File: config.mk
export PLATFORM = sky130hd
export DESIGN_NAME = wb_arbiter2
export DESIGN_NICKNAME = d
export VERILOG_FILES = /design/src/rtl/wb_arbiter2.sv
export SDC_FILE = /design/constraint.sdc
export NUM_CORES = 1
export LEC_CHECK = 0
export CAP_MARGIN = 40
export CORE_MARGIN = 4
export CORE_UTILIZATION = 26
export DETAILED_ROUTE_END_ITERATION = 6
export PLACE_DENSITY = 0.76
export SETUP_SLACK_MARGIN = 0.2
export SKIP_CTS_REPAIR_TIMING = 1
export SLEW_MARGIN = 15
export SYNTH_ARGS = -nofsm -noshare
export SYNTH_HDL_FRONTEND = slang
export SYNTH_SLANG_ARGS = --single-unit
export TNS_END_PERCENT = 10
File: constraint.sdc
create_clock -name clk_i -period 1.55 [get_ports clk_i]
set_clock_uncertainty 0.2 [all_clocks]
set_input_delay 0.31 -clock clk_i [delete_from_list [all_inputs] [get_ports clk_i]]
set_output_delay 0.31 -clock clk_i [all_outputs]
set_load 0.01 [all_outputs]
File: src/rtl/wb_arbiter2.sv
// Two-master round-robin Wishbone arbiter in front of the 8-bit byte SRAM slave.
// Grants are held for a whole cyc envelope; a watchdog ends stalled strobes with a one-cycle err.
module wb_arbiter2 #(
  parameter int unsigned ADDR_WIDTH     = 2,
  parameter int unsigned TIMEOUT_CYCLES = 16
) (
  input  logic                  clk_i,
  input  logic                  rst_ni,
  // master 0: host/SPI bridge
  input  logic                  m0_cyc_i,
  input  logic                  m0_stb_i,
  input  logic                  m0_we_i,
  input  logic [ADDR_WIDTH-1:0] m0_adr_i,
  input  logic [7:0]            m0_dat_i,
  output logic                  m0_ack_o,
  output logic                  m0_err_o,
  output logic                  m0_rty_o,
  output logic [7:0]            m0_dat_o,
  // master 1: Levenshtein engine
  input  logic                  m1_cyc_i,
  input  logic                  m1_stb_i,
  input  logic                  m1_we_i,
  input  logic [ADDR_WIDTH-1:0] m1_adr_i,
  input  logic [7:0]            m1_dat_i,
  output logic                  m1_ack_o,
  output logic                  m1_err_o,
  output logic                  m1_rty_o,
  output logic [7:0]            m1_dat_o,
  // shared slave
  output logic                  s_cyc_o,
  output logic                  s_stb_o,
  output logic                  s_we_o,
  output logic [ADDR_WIDTH-1:0] s_adr_o,
  output logic [7:0]            s_dat_o,
  input  logic                  s_ack_i,
  input  logic                  s_err_i,
  input  logic                  s_rty_i,
  input  logic [7:0]            s_dat_i,
  output logic [1:0]            gnt_o
);

  typedef enum logic [1:0] {
    GNT_NONE = 2'b00,
    GNT_M0   = 2'b01,
    GNT_M1   = 2'b10
  } gnt_e;

  localparam bit          WD_EN = (TIMEOUT_CYCLES != 0);
  localparam int unsigned CNT_W = (TIMEOUT_CYCLES > 0) ? $clog2(TIMEOUT_CYCLES + 1) : 1;
  localparam logic [CNT_W-1:0] CNT_MAX = CNT_W'(TIMEOUT_CYCLES);

  gnt_e             gnt_q, gnt_d;
  logic             last_q, last_d;   // 1 = master 1 was granted most recently
  logic [CNT_W-1:0] wd_cnt_q, wd_cnt_d;

  logic sel_cyc;
  logic sel_stb;
  logic slave_resp;
  logic timeout;
  logic wd_err;

  assign sel_cyc = ((gnt_q == GNT_M0) & m0_cyc_i) | ((gnt_q == GNT_M1) & m1_cyc_i);
  assign sel_stb = ((gnt_q == GNT_M0) & m0_stb_i) | ((gnt_q == GNT_M1) & m1_stb_i);

  assign slave_resp = s_ack_i | s_err_i | s_rty_i;
  assign timeout    = WD_EN && (wd_cnt_q == CNT_MAX);
  // A genuine slave response in the timeout cycle takes precedence over the forced err.
  assign wd_err     = timeout & ~s_ack_i & ~s_rty_i;

  // State register
  always_ff @(posedge clk_i) begin
    if (!rst_ni) begin
      gnt_q    <= GNT_NONE;
      last_q   <= 1'b1;
      wd_cnt_q <= '0;
    end else begin
      gnt_q    <= gnt_d;
      last_q   <= last_d;
      wd_cnt_q <= wd_cnt_d;
    end
  end

  // Next-state: hold while the owner keeps cyc, otherwise re-arbitrate in the same edge
  always_comb begin
    gnt_d  = gnt_q;
    last_d = last_q;
    if (!sel_cyc) begin
      case ({m1_cyc_i, m0_cyc_i})
        2'b11:   gnt_d = last_q ? GNT_M0 : GNT_M1;
        2'b01:   gnt_d = GNT_M0;
        2'b10:   gnt_d = GNT_M1;
        default: gnt_d = GNT_NONE;
      endcase
      if (gnt_d != GNT_NONE) begin
        last_d = (gnt_d == GNT_M1);
      end
    end
  end

  // Watchdog next count: saturating, cleared by response, grant change, idle strobe or timeout
  always_comb begin
    wd_cnt_d = '0;
    if (WD_EN && (gnt_d == gnt_q) && sel_cyc && sel_stb && !slave_resp && !timeout) begin
      wd_cnt_d = (wd_cnt_q == CNT_MAX) ? wd_cnt_q : wd_cnt_q + 1'b1;
    end
  end

  // Output mux
  always_comb begin
    s_cyc_o  = 1'b0;
    s_stb_o  = 1'b0;
    s_we_o   = 1'b0;
    s_adr_o  = '0;
    s_dat_o  = '0;
    m0_ack_o = 1'b0;
    m0_err_o = 1'b0;
    m0_rty_o = 1'b0;
    m1_ack_o = 1'b0;
    m1_err_o = 1'b0;
    m1_rty_o = 1'b0;
    case (gnt_q)
      GNT_M0: begin
        s_cyc_o  = m0_cyc_i;
        s_stb_o  = m0_stb_i & ~timeout;
        s_we_o   = m0_we_i;
        s_adr_o  = m0_adr_i;
        s_dat_o  = m0_dat_i;
        m0_ack_o = s_ack_i;
        m0_err_o = s_err_i | wd_err;
        m0_rty_o = s_rty_i;
      end
      GNT_M1: begin
        s_cyc_o  = m1_cyc_i;
        s_stb_o  = m1_stb_i & ~timeout;
        s_we_o   = m1_we_i;
        s_adr_o  = m1_adr_i;
        s_dat_o  = m1_dat_i;
        m1_ack_o = s_ack_i;
        m1_err_o = s_err_i | wd_err;
        m1_rty_o = s_rty_i;
      end
      default: ;
    endcase
  end

  assign m0_dat_o = s_dat_i;
  assign m1_dat_o = s_dat_i;
  assign gnt_o    = gnt_q;

endmodule

**Word-level counts from Yosys, hierarchy flattened**

Cells that the tools add are included.
W data, S select, Z words.

- Output and inout port bits: 37
- Bits of input ports: 39
- Word-level logic and storage cells: 53
- Bits in latches: 0
- Register bits after elaboration: 8
- ROM bits: 0
- Memories: 0
- RAM bits: 0

- Reductions and logical operators: 9
- Div/mod/pow operators: 0
- Multiplexer cells: 15
- Shifts and indexed selects: 0
- Multiply operators: 0
- Bitwise operators: 17
- Add/subtract/negate cells: 1
- Equal/unequal tests: 8
- $lt $le $gt $ge: 0

Operators by type and width:

| cell | number |
|---|---|
| $pmux W8 S2 | 1 |
| $and A1 B1 Y1 | 8 |
| $eq A2 B2 Y1 const B | 4 |
| $mux W1 | 6 |
| $mux W2 | 3 |
| $pmux W1 S2 | 3 |
| $pmux W2 S3 | 1 |
| $add A5 B1 Y5 const B | 1 |
| $eq A5 B5 Y1 const B | 1 |
| $or A1 B1 Y1 | 5 |
| $eq A2 B1 Y1 const B | 2 |
| $logic_and A1 B1 Y1 | 4 |
| $not A1 Y1 | 4 |
| $pmux W2 S2 | 1 |
| $reduce_and A2 Y1 | 2 |
| $eq A2 B2 Y1 | 1 |
| $logic_not A1 Y1 | 2 |
| $reduce_bool A2 Y1 | 1 |

**Longest topological paths before layout**

Gate-level depths: netlist (run 1).

- Word-level depth: 11
- Gate-level depth with buffers: 6
- Depth with buffers taken out: 5

**Least setup slack after synthesis (run 1)**

No wires, ideal clock.

- Path kind: reg-to-output
- Start: register gnt_q[1] (netlist: gnt_o[1])
- End: output port s_adr_o[0]
- Slack: -0.210 ns
- Stages on the path, launching flop included: 6
- Buffers on the path: 2
- Required time: 1.040 ns
- Arrival time: 1.250 ns
- Cells stage by stage: dfxtp_1 ha_1 buf_6 clkbuf_1 a22oi_1 nor2_1

- Cells in the longest elaborated chain, start to end: 2
- Elaborated cells between the ends (all ways): 3
- Those cells by class: eq/ne (2); mux (1)

RTL lines:

| element | RTL line | source |
|---|---|---|
| start: declaration | 52 | `gnt_e gnt_q, gnt_d;` |
| start signal: assignment | 77 | `gnt_q <= gnt_d;` |
| $eq A2 B2 Y1 / $eq A2 B1 Y1 (equally long branches) | 121 | `case (gnt_q)` |
| $pmux W2 S2 (*) | 121 |  |
| end: declaration | 33 | `output logic [ADDR_WIDTH-1:0] s_adr_o,` |

Every way passes the cells marked *; elsewhere a longest branch is shown, timed or not.

**Final worst setup path (run 1)**

- Start: register wd_cnt_q[1]
- End: output port s_stb_o

- Cells in the longest elaborated chain, start to end: 4
- Elaborated cells between the ends (all ways): 5
- Those cells by class: eq/ne (1); mux (1); bitwise (3)

RTL lines:

| element | RTL line | source |
|---|---|---|
| start: declaration | 54 | `logic [CNT_W-1:0] wd_cnt_q, wd_cnt_d;` |
| start signal: assignment | 79 | `wd_cnt_q <= wd_cnt_d;` |
| $eq A5 B5 Y1 (*) | 66 | `assign timeout = WD_EN && (wd_cnt_q == CNT_MAX);` |
| $not A1 Y1 (*) | 124, 134 |  |
| $and A1 B1 Y1, on equally long branches | 134, 124 |  |
| $pmux W1 S2 (*) | 121 |  |
| end: declaration | 31 | `output logic s_stb_o,` |

Marks and branches as above.

==> metrics.cfg, run 1 <==
[detailed_routing]
route.detailed.drc = 0
initial_drt_markers = 25
route.vias.total = 864
drtAntennaViolNets = 0
via_per_inst = 4.645
post_drt_wl_per_cell_um = 13.25
drt_pre_antenna_iters = 4
wl_mm = 2.464

[yosys]
synth.area.mux_share_pct = 1.327
synth-xor-area-share_pct = 3.483
area_leader_netlist = dfxtp_1
synth_area_leaders = dfxtp_1 (21%), buf_4 (17%), a22oi_1 (13%)
syn_area_per_cell_um2 = 7.470
compound_gate_fraction_of_synth_area_pct = 20.40
post_synth_num_cell_types = 26
synth.ff_latch_count = 8
syn-num-nets = 144
synth-adder-area-share_pct = 6.633
synth_warnings = 0
commonest_cells_in_the_synthesized_netlist = nor2_1 (19), buf_4 (17), a22oi_1 (13), dfxtp_1 (8), inv_1 (7)
post-synth-top-count-cell = nor2_1
post_synth_inst_count = 101
synth_top_flop_cell = dfxtp_1
synth_top_family_by_area = simple AND/OR/NAND/NOR gates
synthDominantCellAreaShare_pct = 21.23
synth_simple_gate_area_share_pct = 23.55
count_of_flip_flops_with_a_built_in_enable_after_synthesis = 0
netlist_area_um2 = 754.5
synth.yosys.seq_area_share_pct = 21.23
synth-async-reset-ratio_pct = 0

[floorplanning]
pin_count = 76
die_w_um = 61.87
rows = 19
die_height_um = 61.87
coreArea_um2 = 2758
start_util_pct = 27.36
die_footprint_um2 = 3828

[outcome]
run_status = finished, violations left
violations_in_the_final_reports = setup timing

[critical_path]
cp_max_fo = 2
arr_time_crit_path_ns = 1.38
cp_data_required_time_ns = 1.04
worst_setup_path_start_kind = flip-flop
crit_path_kind = flip-flop to primary output
worst_setup_path_end_kind = primary output

[cells_and_area]
fillers = 251
layout-area-overhead-vs-synth_pct = 90.55
n_antenna_cell = 0
post_route_cells_drive_above_1_share_pct = 48.39
nets = 200
register_area_um2 = 170.2
fin_util_pct = 52.13
footprint_of_the_multi_input_gates_um2 = 548.0

[clock_tree]
htree_levels = 1
cts_tree = done
root_buffer = clkbuf_4
cts_max_path_buffers = 2
clk-insertion-delay-late_ns = 0.25
numClockSinks = 8
cts_made_buffers = 3
clk_transition_reported_paths_ns = 0.05

[sta]
rsz0062_at_grt = yes
final_critical_period_ns = 1.886
timing_worst_slew_pin_value_ns = 0.2538
worst_slew_margin_rel_pct = 82.60
timing.final.setup_violations = 24
final-hold-violation-count = 0
timing.final.ws_setup_ns = -0.3362
drv_slew = 0
max_clock_freq_ghz = 0.5302
post-route-period-util_pct = 121.7

[grt]
grt_total_usage_pct = 11.31
grt_pass1_vias = 762
number_of_antenna_violations_at_the_first_check_in_global_routing = 0
grt_first_pass_wirelength_mm = 3.215
globalRoute.totalOverflow = 0
grt_start_max_net_pins = 14

[power_and_ir_drop]
power.density_nw_per_um2 = 487.0
finalPower_mw = 0.7002
peakVddDrop_mv = 0.4637
power.static_leakage_nw = 0.6309

[place]
finalWeightedCongestion = 0.8005
dp_slack_ns = -0.5908
detailedPlacementHpwl_mm = 2.058
place.port_buffers = 51

[flow_run]
drv_cap = 0

[hold_path]
worstHoldPathType = input port to flip-flop

placed cells by master, fill, tap and decap left out, types with 3 or more instances in the layout:
master,instances
inv_1,3
nand3_1,3
ha_4,3
dlymetal6s2s_1,5
clkbuf_2,14
clkdlybuf4s50_1,26
buf_6,3
nor2_1,17
a22oi_2,11
buf_4,18
buf_2,3
inv_2,4
clkbuf_4,3
nand2_1,4
dfxtp_1,4
report_power, final:
part / switching, mW / internal (mW) / total (mW)
logic: 0.128 / 0.195 / 0.322
registers: 0.00902 / 0.212 / 0.221
clock network: 0.0686 / 0.0884 / 0.157
total: 0.205 / 0.495 / 0.700
per-layer routing:
layer / part of all wire [%] / GRT usage, % / up-vias
met3: 10 / 4.752 / 2
met4: 0.41 / 2.121 / 0
met5: 0 / 0 / -
met2: 53 / 19.58 / 35
met1: 36 / 13.12 / 389
li1: - / - / 438
cells by family after synthesis:
kind of cell,after synthesis
and+or+nand+nor,36
buffers and inverters,28
muxes,1
DFF,8
adders and majority gates,4
AOI/OAI and AO/OA,21
xor gates and xnor gates,3
state kept, by name, summed over array words and instances, names as in the netlist:
| signal | count |
|---|---|
| gnt_o | 2 |
| last_q | 1 |
| wd_cnt_q | 5 |
per-stage QoR:
stage                     hold slack (ns)  setup TNS (ns)  cell area (um2)  std cells
after floorplan                    0.1862          -1.523            789.5        101
after global placement             0.2796          -12.74             1346        183
after detailed placement           0.2775          -13.34             1346        183
after CTS                          0.2850          -17.15             1369        186
after global routing               0.2037          -7.967             1438        186
final                              0.1821          -6.156             1438        186
worst max-delay path: stages, from the launching register on:
cell and delay, ns:
dfxtp_2 0.33, inv_2 0.04, ha_4 0.14, nor4bb_4 0.15, buf_4 0.15, nor3_4 0.16, buf_2 0.15
cell type report:
type / instances / share of cell area [%]
Timing Repair Buffer: 72 / 43.95
Multi-Input combinational cell: 65 / 38.12
Sequential cell: 8 / 11.84
Tap cell: 31 / 2.698
Inverter: 7 / 1.828
Clock buffer: 3 / 1.567
worst paths after layout:
kind	startpoint	end	slack (ns)	cells past startpoint
max	wd_cnt_q[1]	s_stb_o	-0.34	6
min	rst_ni	last_q	0.18	3
max reg2reg	gnt_o[1]	wd_cnt_q[4]	-0.25	6
min reg2reg	gnt_o[0]	gnt_o[0]	0.30	2
No activity file was read; power rests on OpenSTA's default activity.
==> inputs of run 2 (changes only) <==
==> constraint.sdc (replaced) <==
create_clock -name clk_i -period 1.6 [get_ports clk_i]
set_clock_uncertainty 0.2 [all_clocks]
set_input_delay 0.32 -clock clk_i [delete_from_list [all_inputs] [get_ports clk_i]]
set_output_delay 0.32 -clock clk_i [all_outputs]
set_load 0.01 [all_outputs]
==> metrics.cfg, run 2 (synthesis gave the netlist of run 1 again) <==
[critical_path]
regToRegStartpoint = gnt_o[1]
crit_path_kind = flip-flop to primary output
combined_buffer_and_inverter_count_along_the_critical_path = 3  ; unchanged
timing.critical_path.max_delay_family = buffers and inverters
cp_max_fo = 13  ; +11
timing.critical_path.cells = inv_1, ha_2, buf_12, a22oi_1, nor2_1, dlymetal6s2s_1
worst_r2r_endpoint = wd_cnt_q[3]
timing.critical_path.slowest_cell_delay_ns = 0.36  ; +0.03 ns
worst-r2r-setup-slack_ns = -0.24  ; about the same
cp_data_required_time_ns = 1.08  ; +0.04 ns
arr_time_crit_path_ns = 1.41  ; +0.03 ns
worst_setup_path_start_kind = flip-flop
worst_setup_path_end_kind = primary output
critical-path-slowest-cell = dfxtp_4
reg2reg_depth = 6  ; unchanged

[floorplanning]
coreArea_um2 = 2758  ; unchanged
die_height_um = 61.87  ; unchanged
start_util_pct = 27.36  ; unchanged
rows = 19  ; unchanged
die_footprint_um2 = 3828  ; unchanged
die_w_um = 61.87  ; unchanged
pin_count = 76  ; unchanged

[grt]
grt_total_usage_pct = 11.76  ; +0.46 points
grt_pass1_vias = 805  ; +5.6%
grt_first_pass_wirelength_mm = 3.353  ; +4.3%
number_of_antenna_violations_at_the_first_check_in_global_routing = 0  ; unchanged
globalRoute.totalOverflow = 0  ; unchanged
grt_start_max_net_pins = 14  ; unchanged

[clock_tree]
htree_levels = 1  ; unchanged
root_buffer = clkbuf_4
cts_made_buffers = 3  ; unchanged
cts_max_path_buffers = 2  ; unchanged
cts_tree = done
numClockSinks = 8  ; unchanged
clk-insertion-delay-late_ns = 0.26  ; about the same
clk_transition_reported_paths_ns = 0.05  ; about the same

[sta]
drv_slew = 0  ; unchanged
timing.final.setup_violations = 24  ; unchanged
max_clock_freq_ghz = 0.5193
rsz0062_at_grt = yes
post-route-period-util_pct = 120.3
final_critical_period_ns = 1.926
final-hold-violation-count = 0  ; unchanged
timing_worst_slew_pin_value_ns = 0.2892  ; +0.03542 ns
fin_tns_setup_ns = -6.068  ; +0.08723 ns
worst_slew_margin_rel_pct = 80.69  ; -1.9 points
timing.final.ws_setup_ns = -0.3256  ; +0.01064 ns

[place]
place.detailed.instances = 183  ; unchanged
finalWeightedCongestion = 0.8147  ; +1.8%
detailedPlacementHpwl_mm = 2.096  ; +1.8%
dp_slack_ns = -0.5790  ; +0.01178 ns
place.port_buffers = 51  ; unchanged
place_area_um2 = 1346  ; unchanged

[cells_and_area]
mostFrequentLayoutCell = clkdlybuf4s50_1
fillers = 266  ; +6.0%
finalNonFillerCells = 186  ; unchanged
max_flop_register = wd_cnt_q
layout.cells.most_common_list = clkdlybuf4s50_1 (28), buf_4 (19), nor2_1 (17), dlymetal6s2s_1 (10), a22oi_2 (9)
post_route_cells_drive_above_1_share_pct = 41.29  ; -7.1 points
n_antenna_cell = 0  ; unchanged
final_cell_area_um2 = 1444  ; +0.43%
largest_register_ffs = 5  ; unchanged
nets = 200  ; unchanged
layout-area-overhead-vs-synth_pct = 91.38

[detailed_routing]
route.detailed.drc = 0  ; unchanged
route.vias.total = 887  ; +2.7%
drtAntennaViolNets = 0  ; unchanged
drt_pre_antenna_iters = 4  ; unchanged
via_per_inst = 4.769  ; +2.7%
initial_drt_markers = 33  ; +32%
post_drt_wl_per_cell_um = 13.62  ; +2.8%
wl_mm = 2.533  ; +2.8%

[hold_path]
timing.hold.worst.start = gnt_o[0]
holdPathEnd = gnt_o[0]
worstHoldPathType = flip-flop to flip-flop
whs_path_depth = 2  ; -1

[power_and_ir_drop]
power.static_leakage_nw = 0.7238  ; +15%
finalPower_mw = 0.6755  ; -3.5%
power.density_nw_per_um2 = 467.8  ; -3.9%
peakVddDrop_mv = 0.3742  ; -19%

[outcome]
violations_in_the_final_reports = setup timing
run_status = finished, violations left

[flow_run]
drv_cap = 0  ; unchanged

-- run 2: area by class of cell --
type	count	area (um2)	area share, %
clock buffers	3	22.52	1.560
inverters	7	26.28	1.820
multi-input cells	65	519.2	35.96
flip-flops and latches	8	167.7	11.61
well taps	31	38.79	2.686
repair buffers	72	669.4	46.36
-- run 2: routing by layer --
metal | up-vias | GRT usage, % | routed length [um]
li1 | 436 | - | -
met1 | 412 | 12.96 | 897
met2 | 37 | 21.52 | 1389
met3 | 2 | 4.132 | 234
met4 | 0 | 2.727 | 12
met5 | - | 0 | 0
-- run 2: where the power goes --
group / internal [mW] / leakage [nW] / switching, mW
sequential: 0.206 / 0.0671 / 0.00768
combinational: 0.187 / 0.643 / 0.119
clock: 0.0859 / 0.0138 / 0.0699
total: 0.479 / 0.724 / 0.197
-- run 2: stage by stage --
step / util, % / hold slack (ns)
final: 52.36 / 0.2949
after global routing: 52.36 / 0.3281
after CTS: 49.64 / 0.2862
after detailed placement: 48.82 / 0.2790
after global placement: 48.82 / 0.2803
after floorplan: - / 0.1962
-- run 2: worst min-delay path: stages, from the launching register on --
cell,delay [ns]
dfxtp_2,0.34
nand2_1,0.06
a21boi_1,0.05
-- run 2: how the worst max path moves through the flow --
stage                start          end  cells past startpoint
6_report          gnt_o[1]   s_dat_o[7]                      6
5_1_grt        wd_cnt_q[1]     m0_err_o                      6
4_1_cts        wd_cnt_q[0]     m0_err_o                      6
3_5_place_dp   wd_cnt_q[0]     m0_err_o                      6
3_3_place_gp       s_ack_i     m0_err_o                      5
2_1_floorplan     gnt_o[1]  wd_cnt_q[2]                      6
